File: config.mk
export PLATFORM = sky130hd
export DESIGN_NAME = keypad_entry_ctrl
export DESIGN_NICKNAME = d
export VERILOG_FILES = /design/src/rtl/keypad_entry_ctrl.sv
export SDC_FILE = /design/constraint.sdc
export NUM_CORES = 1
export LEC_CHECK = 0
export ABC_AREA = 1
export BUFFER_PORTS_ARGS = -buffer_cell sky130_fd_sc_hd__buf_4
export CORE_MARGIN = 1
export CORE_UTILIZATION = 55
export DETAILED_ROUTE_END_ITERATION = 8
export PLACE_DENSITY_LB_ADDON = 0.3
export SLEW_MARGIN = 20
export SYNTH_ARGS = -nofsm -noshare
export SYNTH_HDL_FRONTEND = slang
export SYNTH_SLANG_ARGS = --single-unit
File: constraint.sdc
create_clock -name clk -period 3.5 [get_ports clk]
set_input_delay 1.05 -clock clk [delete_from_list [all_inputs] [get_ports clk]]
set_output_delay 1.05 -clock clk [all_outputs]
set_load 0.01 [all_outputs]
File: src/rtl/keypad_entry_ctrl.sv
`timescale 1ns/1ps
`default_nettype none
// ============================================================================
//  Module   : keypad_entry_ctrl
//  Purpose  : Sequencing controller for a 4x4 matrix keypad. Scans the
//             columns, synchronizes the rows, debounces press and release,
//             decodes the key to a hex code and shifts it into a two-digit
//             history for the display path.
//  Ports    : clk        - system clock, all state on rising edge
//             reset      - synchronous, active-high reset
//             rows[3:0]  - keypad row lines, active-low, asynchronous
//             cols[3:0]  - keypad column drive, active-low one-hot
//             digit_new  - most recently accepted key code (right digit)
//             digit_old  - previously accepted key code (left digit)
//             key_valid  - one-cycle pulse on the cycle the digits update
//  Options  : KEYPAD_MULTIKEY_REJECT_EN - when defined, samples with two or
//             more rows low are rejected instead of resolved by priority.
//  Revision : 1.0 - initial release
// ============================================================================
module keypad_entry_ctrl #(
    parameter int SCAN_DIV        = 50000,
    parameter int DEBOUNCE_CYCLES = 100000
) (
    input  logic       clk,
    input  logic       reset,
    input  logic [3:0] rows,
    output logic [3:0] cols,
    output logic [3:0] digit_new,
    output logic [3:0] digit_old,
    output logic       key_valid
);

    localparam int DIV_W = (SCAN_DIV > 1) ? $clog2(SCAN_DIV) : 1;
    localparam int DEB_W = (DEBOUNCE_CYCLES > 1) ? $clog2(DEBOUNCE_CYCLES) : 1;
    localparam logic [DIV_W-1:0] DIV_LAST = DIV_W'(SCAN_DIV - 1);
    localparam logic [DEB_W-1:0] DEB_LAST = DEB_W'(DEBOUNCE_CYCLES - 1);

    typedef enum logic [1:0] {
        ST_SCAN     = 2'd0,
        ST_DEBOUNCE = 2'd1,
        ST_HELD     = 2'd2,
        ST_RELEASE  = 2'd3
    } state_t;

    state_t           state_q, state_d;
    logic [3:0]       sync1_q;
    logic [3:0]       rows_s_q;
    logic [DIV_W-1:0] div_q, div_d;
    logic [DEB_W-1:0] deb_q, deb_d;
    logic [1:0]       col_q, col_d;
    logic [1:0]       row_q, row_d;
    logic [3:0]       digit_new_q, digit_new_d;
    logic [3:0]       digit_old_q, digit_old_d;
    logic             key_valid_q, key_valid_d;

    logic [3:0]       low_rows;
    logic             any_low;
    logic [1:0]       low_row_idx;
    logic             row_low;
    logic             scan_hit;

    // Row-major key map: row 0 = 1 2 3 A, row 1 = 4 5 6 B,
    // row 2 = 7 8 9 C, row 3 = E 0 F D.
    function automatic logic [3:0] key_code(input logic [1:0] r, input logic [1:0] c);
        logic [3:0] code;
        case ({r, c})
            4'h0: code = 4'h1;  4'h1: code = 4'h2;  4'h2: code = 4'h3;  4'h3: code = 4'hA;
            4'h4: code = 4'h4;  4'h5: code = 4'h5;  4'h6: code = 4'h6;  4'h7: code = 4'hB;
            4'h8: code = 4'h7;  4'h9: code = 4'h8;  4'hA: code = 4'h9;  4'hB: code = 4'hC;
            4'hC: code = 4'hE;  4'hD: code = 4'h0;  4'hE: code = 4'hF;  default: code = 4'hD;
        endcase
        return code;
    endfunction

    assign low_rows = ~rows_s_q;
    assign any_low  = |low_rows;
    assign row_low  = low_rows[row_q];

    // Lowest-index low row wins.
    always_comb begin
        low_row_idx = 2'd0;
        if (low_rows[0])      low_row_idx = 2'd0;
        else if (low_rows[1]) low_row_idx = 2'd1;
        else if (low_rows[2]) low_row_idx = 2'd2;
        else                  low_row_idx = 2'd3;
    end

`ifdef KEYPAD_MULTIKEY_REJECT_EN
    logic       multi_low;
    logic       other_low;
    logic [3:0] row_mask;
    // Clearing the lowest set bit leaves something only if 2+ rows are low.
    assign multi_low = |(low_rows & (low_rows - 4'd1));
    assign row_mask  = 4'b0001 << row_q;
    assign other_low = |(low_rows & ~row_mask);
    assign scan_hit  = any_low && !multi_low;
`else
    assign scan_hit  = any_low;
`endif

    always_comb begin
        state_d     = state_q;
        div_d       = div_q;
        deb_d       = deb_q;
        col_d       = col_q;
        row_d       = row_q;
        digit_new_d = digit_new_q;
        digit_old_d = digit_old_q;
        key_valid_d = 1'b0;

        case (state_q)
            ST_SCAN: begin
                if (div_q == DIV_LAST) begin
                    div_d = '0;
                    if (scan_hit) begin
                        // Column stays driven while the key is qualified.
                        row_d   = low_row_idx;
                        deb_d   = '0;
                        state_d = ST_DEBOUNCE;
                    end else begin
                        col_d = col_q + 2'd1;
                    end
                end else begin
                    div_d = div_q + 1'b1;
                end
            end

            ST_DEBOUNCE: begin
`ifdef KEYPAD_MULTIKEY_REJECT_EN
                if (other_low) begin
                    state_d = ST_SCAN;
                    col_d   = col_q + 2'd1;
                    div_d   = '0;
                end else
`endif
                if (row_low) begin
                    if (deb_q == DEB_LAST) begin
                        digit_old_d = digit_new_q;
                        digit_new_d = key_code(row_q, col_q);
                        key_valid_d = 1'b1;
                        state_d     = ST_HELD;
                    end else begin
                        deb_d = deb_q + 1'b1;
                    end
                end else begin
                    state_d = ST_SCAN;
                    col_d   = col_q + 2'd1;
                    div_d   = '0;
                end
            end

            ST_HELD: begin
                if (!row_low) begin
                    deb_d   = '0;
                    state_d = ST_RELEASE;
                end
            end

            default: begin // ST_RELEASE
                if (row_low) begin
                    deb_d   = '0;
                    state_d = ST_HELD;
                end else if (deb_q == DEB_LAST) begin
                    state_d = ST_SCAN;
                    col_d   = col_q + 2'd1;
                    div_d   = '0;
                end else begin
                    deb_d = deb_q + 1'b1;
                end
            end
        endcase
    end

    always_ff @(posedge clk) begin
        if (reset) begin
            state_q     <= ST_SCAN;
            sync1_q     <= 4'b1111;
            rows_s_q    <= 4'b1111;
            div_q       <= '0;
            deb_q       <= '0;
            col_q       <= 2'd0;
            row_q       <= 2'd0;
            digit_new_q <= 4'd0;
            digit_old_q <= 4'd0;
            key_valid_q <= 1'b0;
        end else begin
            state_q     <= state_d;
            sync1_q     <= rows;
            rows_s_q    <= sync1_q;
            div_q       <= div_d;
            deb_q       <= deb_d;
            col_q       <= col_d;
            row_q       <= row_d;
            digit_new_q <= digit_new_d;
            digit_old_q <= digit_old_d;
            key_valid_q <= key_valid_d;
        end
    end

    assign cols      = ~(4'b0001 << col_q);
    assign digit_new = digit_new_q;
    assign digit_old = digit_old_q;
    assign key_valid = key_valid_q;

endmodule
`default_nettype wire

## Yosys cells after proc, flatten, opt, wreduce, memory -nomap -nowiden

Memories as Yosys holds them, arrays and structs flattened. A register that Yosys moved wholly into a read port is not among the register bits.
Cells that the tools add are included.

| operators by class | value |
|---|---|
| add/subtract/negate cells | 3 |
| multipliers | 0 |
| div/mod/pow operators | 0 |
| $lt $le $gt $ge | 1 |
| eq/ne operators | 12 |
| shifts and indexed selects | 1 |
| muxes and demuxes | 32 |
| bitwise gates (word level) | 5 |
| reduce and logical (&&, ||, !) cells | 11 |

Operator list:

| kind | count |
|---|---|
| $mux W17 | 6 |
| $mux W16 | 4 |
| $pmux W17 S3 | 1 |
| $pmux W16 S3 | 1 |
| $mux W2 | 14 |
| $add A17 B1 Y17 const B | 1 |
| $eq A17 B17 Y1 const B | 1 |
| $add A16 B1 Y16 const B | 1 |
| $eq A16 B16 Y1 const B | 1 |
| $ne A2 B2 Y1 const B | 6 |
| $pmux W2 S3 | 2 |
| $not A4 Y4 | 2 |
| $reduce_and A4 Y1 | 2 |
| $reduce_and A3 Y1 | 2 |
| $reduce_and A6 Y1 | 1 |
| $reduce_and A5 Y1 | 1 |
| $reduce_bool A5 Y1 | 1 |
| $reduce_or A4 Y1 | 1 |
| $shl A1 B2 Y4 const A | 1 |
| $lt A2 B3 Y1 const B | 1 |
| $mux W1 | 3 |
| $ne A3 B3 Y1 const B | 1 |
| $not A1 Y1 | 3 |
| $reduce_bool A3 Y1 | 1 |
| 7 further kinds | 7 |

| storage, ports and cells | value |
|---|---|
| register bits after elaboration | 52 |
| bits in latches | 0 |
| RAM bits | 0 |
| memory bits (read-only) | 64 |
| bits of input ports | 6 |
| output and inout port bits | 13 |
| logic and storage cells | 75 |
| memories | 1 |

Memory list:

| name | words | width | read ports | clocked after memory_dff | write ports | line | RTL |
|---|---|---|---|---|---|---|---|
| (name not given) | 16 | 4 | 1 | 1 | 0 | 66 | `case ({r, c})` |

## Depth between registers and ports, before layout

| logic depth | value |
|---|---|
| depth in word-level cells | 5 |
| mapped depth | 13 |
| mapped depth without buffers | 13 |

## Worst setup path after synthesis

OpenSTA, ideal clock, no wires.

| path | value |
|---|---|
| path kind | register to output |
| start point | register col_q[0] |
| end point | output port cols[0] |
| arrival time | 788 ps |
| required time | 2450 ps |
| setup slack | 1662 ps |
| stages on the path, launching flop included | 4 |
| buffers on the path | 0 |
| cells stage by stage | dfxtp_1 > inv_1 > ha_1 > inv_1 |

| on the way | value |
|---|---|
| word-level cells in the longest chain between the ends | 2 |

RTL lines:

| what | line | RTL |
|---|---|---|
| start: declaration | 50 | `logic [1:0] col_q, col_d;` |
| start signal: assignment | 192 | `col_q <= col_d;` |
| $shl A1 B2 Y4 | 200 | `assign cols = ~(4'b0001 << col_q);` |
| $not A4 Y4 | 200 |  |
| end: declaration | 27 | `output logic [3:0] cols,` |

No other way between the ends.

## Worst setup path after layout

| path | value |
|---|---|
| start point | register state_q[0] |
| end point | register div_q[1] |

| on the way | value |
|---|---|
| word-level cells in the longest chain between the ends | 3 |
| elaborated cells on any way between the ends | 9 |
| those cells by class | eq/ne: 4; mux: 1; bitwise: 1; reduce/logical: 3 |

RTL lines:

| what | line | RTL |
|---|---|---|
| start: declaration | 45 | `state_t state_q, state_d;` |
| start signal: assignment | 187 | `state_q <= state_d;` |
| $eq A2 B1 Y1, or another cell as far along | 111 | `case (state_q)` |
| $ne A2 B2 Y1 (no line), or another cell as far along | -- |  |
| $reduce_and A4 Y1 (no line) | -- |  |
| end signal: assignment | 190 | `div_q <= div_d;` |
| end: declaration | 48 | `logic [DIV_W-1:0] div_q, div_d;` |

Parallel ways exist; a longest one is shown, timed or not.
A chain may end at the register's enable or synchronous reset.

==> results.md <==
- Status: completed
- Logic pwr share: 3.8%
- Xor/xnor share of the synthesized area: 0.947%
- Yosys cell types: 31
- Count leader, synth: nand2_1
- Total Routed Length: 8.22 mm
- Buffers added on ports: 18
- Final instance area: 3930 um^2
- Drt via density: 5.43
- Post-Synthesis Cell Area: 3700 um^2
- Synth Area in Simple Gates: 44.8%
- CTS Buf Count: 5
- Final setup violation count: 0
- Clk pin slew, worst setup/hold paths: 110 ps
- Post-synthesis sequential area ratio: 30.3%
- Starting Density: 57.6%
- Wirelength per Cell: 12.1 um
- Post-synthesis mux area share: 0%
- GR peak layer: met2
- Worst vdd ir: 0.000285 V
- GPL Wtd Cong: 0.937
- Final hold slack: 413 ps
- Detail Route Antenna Nets: 0
- Area share of the largest cell type after synthesis: 30.3%
- Vias: 3689
- Synth async-reset ratio: 0%
- Cells after synthesis: 595
- Final clock period utilization by the worst path: 68.4%
- Synth Flop Type: dfxtp_1
- Layout cells sized above 1: 9.80%
- Met1 GRT Util: 30.5%
- Met3 usage: 2.57%
- Static leakage: 1.76 nW
- # IOs: 19
- Fin crit period: 2390 ps
- Crit path required time: 3740 ps
- Final setup TNS: 0 ps
- Setup CP Type: reg2reg
- Switch Pwr: 0.000249 W
- Synth Area in Adders: 4.06%
- Sequential power share: 57.7%
- Min-delay worst type: reg2reg
- Area leader, netlist: dfxtp_1
- Max FO, Critical Path: 17
- CTS tree: built
- Area Growth Syn to Fin: 6.33%
- Vias in the first global route: 3416
- Post-synth EDFFs: 0
- Die X: 84.0 um
- Syn Nets: 613
- Detailed Routing Iterations Pass 1: 5
- Yosys warnings: 0
- CP startpoint kind: flip-flop
- Max Cap Violations: 0
- Placed inst area: 3820 um^2
- NumNets Final: 619
- Clock Tree Buf Depth: 2
- RSZ-0062 raised after global routing: false
- Worst Skew: 8.34 ps
- Clk pwr share: 38.5%
- Row count: 29
- Slew @ Worst Pin: 662 ps
- First-pass GRT wire length: 14.3 mm
- Post-cts sizing count: 0
- Synth Register Bits: 56
- GRT overflow: 0
- Slew HR: 55.9%
- Power per cell area: 286 nW/um^2
- Maximum clock frequency: 0.418 GHz
- Critical Path End Type: flip-flop
- Largest net degree at the start of global routing: 40
- Post-CTS Hold Fix Bufs: 0
- CTS sink count: 56
- Inserted Diodes: 0
- Mean area per synthesized cell: 6.22 um^2
- Area contributors post-synth: dfxtp_1 30%, nand2_1 17%, nor2_1 8.3%, nand3_1 7.3%, inv_1 6.8%
- Global Route met2 Usage: 42.3%
- Post-CTS Setup Inserts: 0
- GRT Total Usage: 24.1%
- Largest family of logic cells by synthesized area: simple AND/OR/NAND/NOR gates
- Power Internal: 0.000875 W
- Number of H-tree levels: 2
- Critical Path AT: 2630 ps
- Most frequent cells after synthesis: 165 x nand2_1, 82 x nor2_1, 67 x inv_1, 56 x dfxtp_1, 54 x nand3_1
- Clock Latency Late Sink: 310 ps
- Core Area: 6420 um^2
- Final slew viol count: 0
- Initial antenna violation count: 0
- Final Hold Fails: 0
- Dpl hpwl: 6.11 mm
- Die Area: 7060 um^2
- Switching fraction of total power: 22.2%
- Chip height: 84.0 um
- DRC Markers: 0
- Clock Tree Root: clkbuf_8
- 1st-iter DRT viols: 212
- Post-synthesis compound-gate area fraction: 9.34%
## power by group through the flow
stage,sequential [W],clock [W],combinational (W)
finish,0.000649,0.000433,0.0000430
global route,0.000650,0.000465,0.0000482
CTS,0.000649,0.000446,0.0000429
detailed placement,0.000663,0,0.0000425
global placement,0.000663,0,0.0000420
floorplan,0.000662,0,0.0000326
## flip-flops by register name, summed over array words and instances (netlist names), 2 cells and up, named ones only
register,flops
deb_q,17
div_q,16
digit_new,4
digit_old,4
rows_s_q,4
sync1_q,4
col_q,2
row_q,2
## per-stage QoR
step                power (W)  cells  util [%]  worst slack (ps)
floorplan            0.000695    595         -              1660
global placement     0.000705    671      59.4              1250
detailed placement   0.000706    671      59.4              1180
CTS                   0.00114    679      61.2              1120
global route          0.00116    679      61.2               885
finish                0.00112    679      61.2              1110
## area by class of cell
class,instances,area [um^2]
Tap cell,77,96.3
Fill cell,625,2490
Multi-Input combinational cell,446,2190
Clock buffer,5,68.8
Clock inverter,3,46.3
Sequential cell,56,1120
Timing Repair Buffer,18,135
Inverter,74,278
## path summary, 6_finish.rpt
kind	start	endpoint	slack, ps	depth (start not counted)
setup reg to reg	state_q[0]	div_q[1]	1110	10
hold / removal	sync1_q[1]	rows_s_q[1]	410	1
setup / recovery	state_q[0]	div_q[1]	1110	10
hold reg to reg	sync1_q[1]	rows_s_q[1]	410	1
## cell families (layout without fill, tap and decap cells)
kind of cell	Yosys count	in the layout
and+or+nand+nor	367	367
buffers and inverters	93	100
AOI/OAI and AO/OA	63	63
DFF	56	56
adders and majority gates	12	12
xor gates and xnor gates	4	4
## critical path, cell delays in order (launching register included)
cell	delay (ps)
dfxtp_1	350
inv_1	130
ha_1	360
clkinv_1	510
nand2_1	240
inv_2	60
nand2_2	240
nand2_4	190
nand2_1	90
nand2_1	50
nor2_1	90
## placed cells by master, fill, tap and decap left out, drive strengths merged, types with 2 or more instances in the layout
cell type,Yosys,routed
xor2,4,4
inv,72,73
nor3,9,9
dfxtp,56,56
o21ai,23,23
o21bai,4,4
clkinv,2,2
a21oi,34,34
or2,9,9
buf,10,18
a21boi,2,2
nor2,85,85
ha,12,12
nand2,173,173
nand3,59,59
clkbuf,9,5
nand4,31,31
## layer usage
metal | vias up | share of wire [%]
met4 | 0 | 0.94
met5 | - | 0
met3 | 6 | 4.1
met1 | 1676 | 46
met2 | 87 | 49
li1 | 1920 | -
Note: power is estimated with default switching activity, not from simulation.
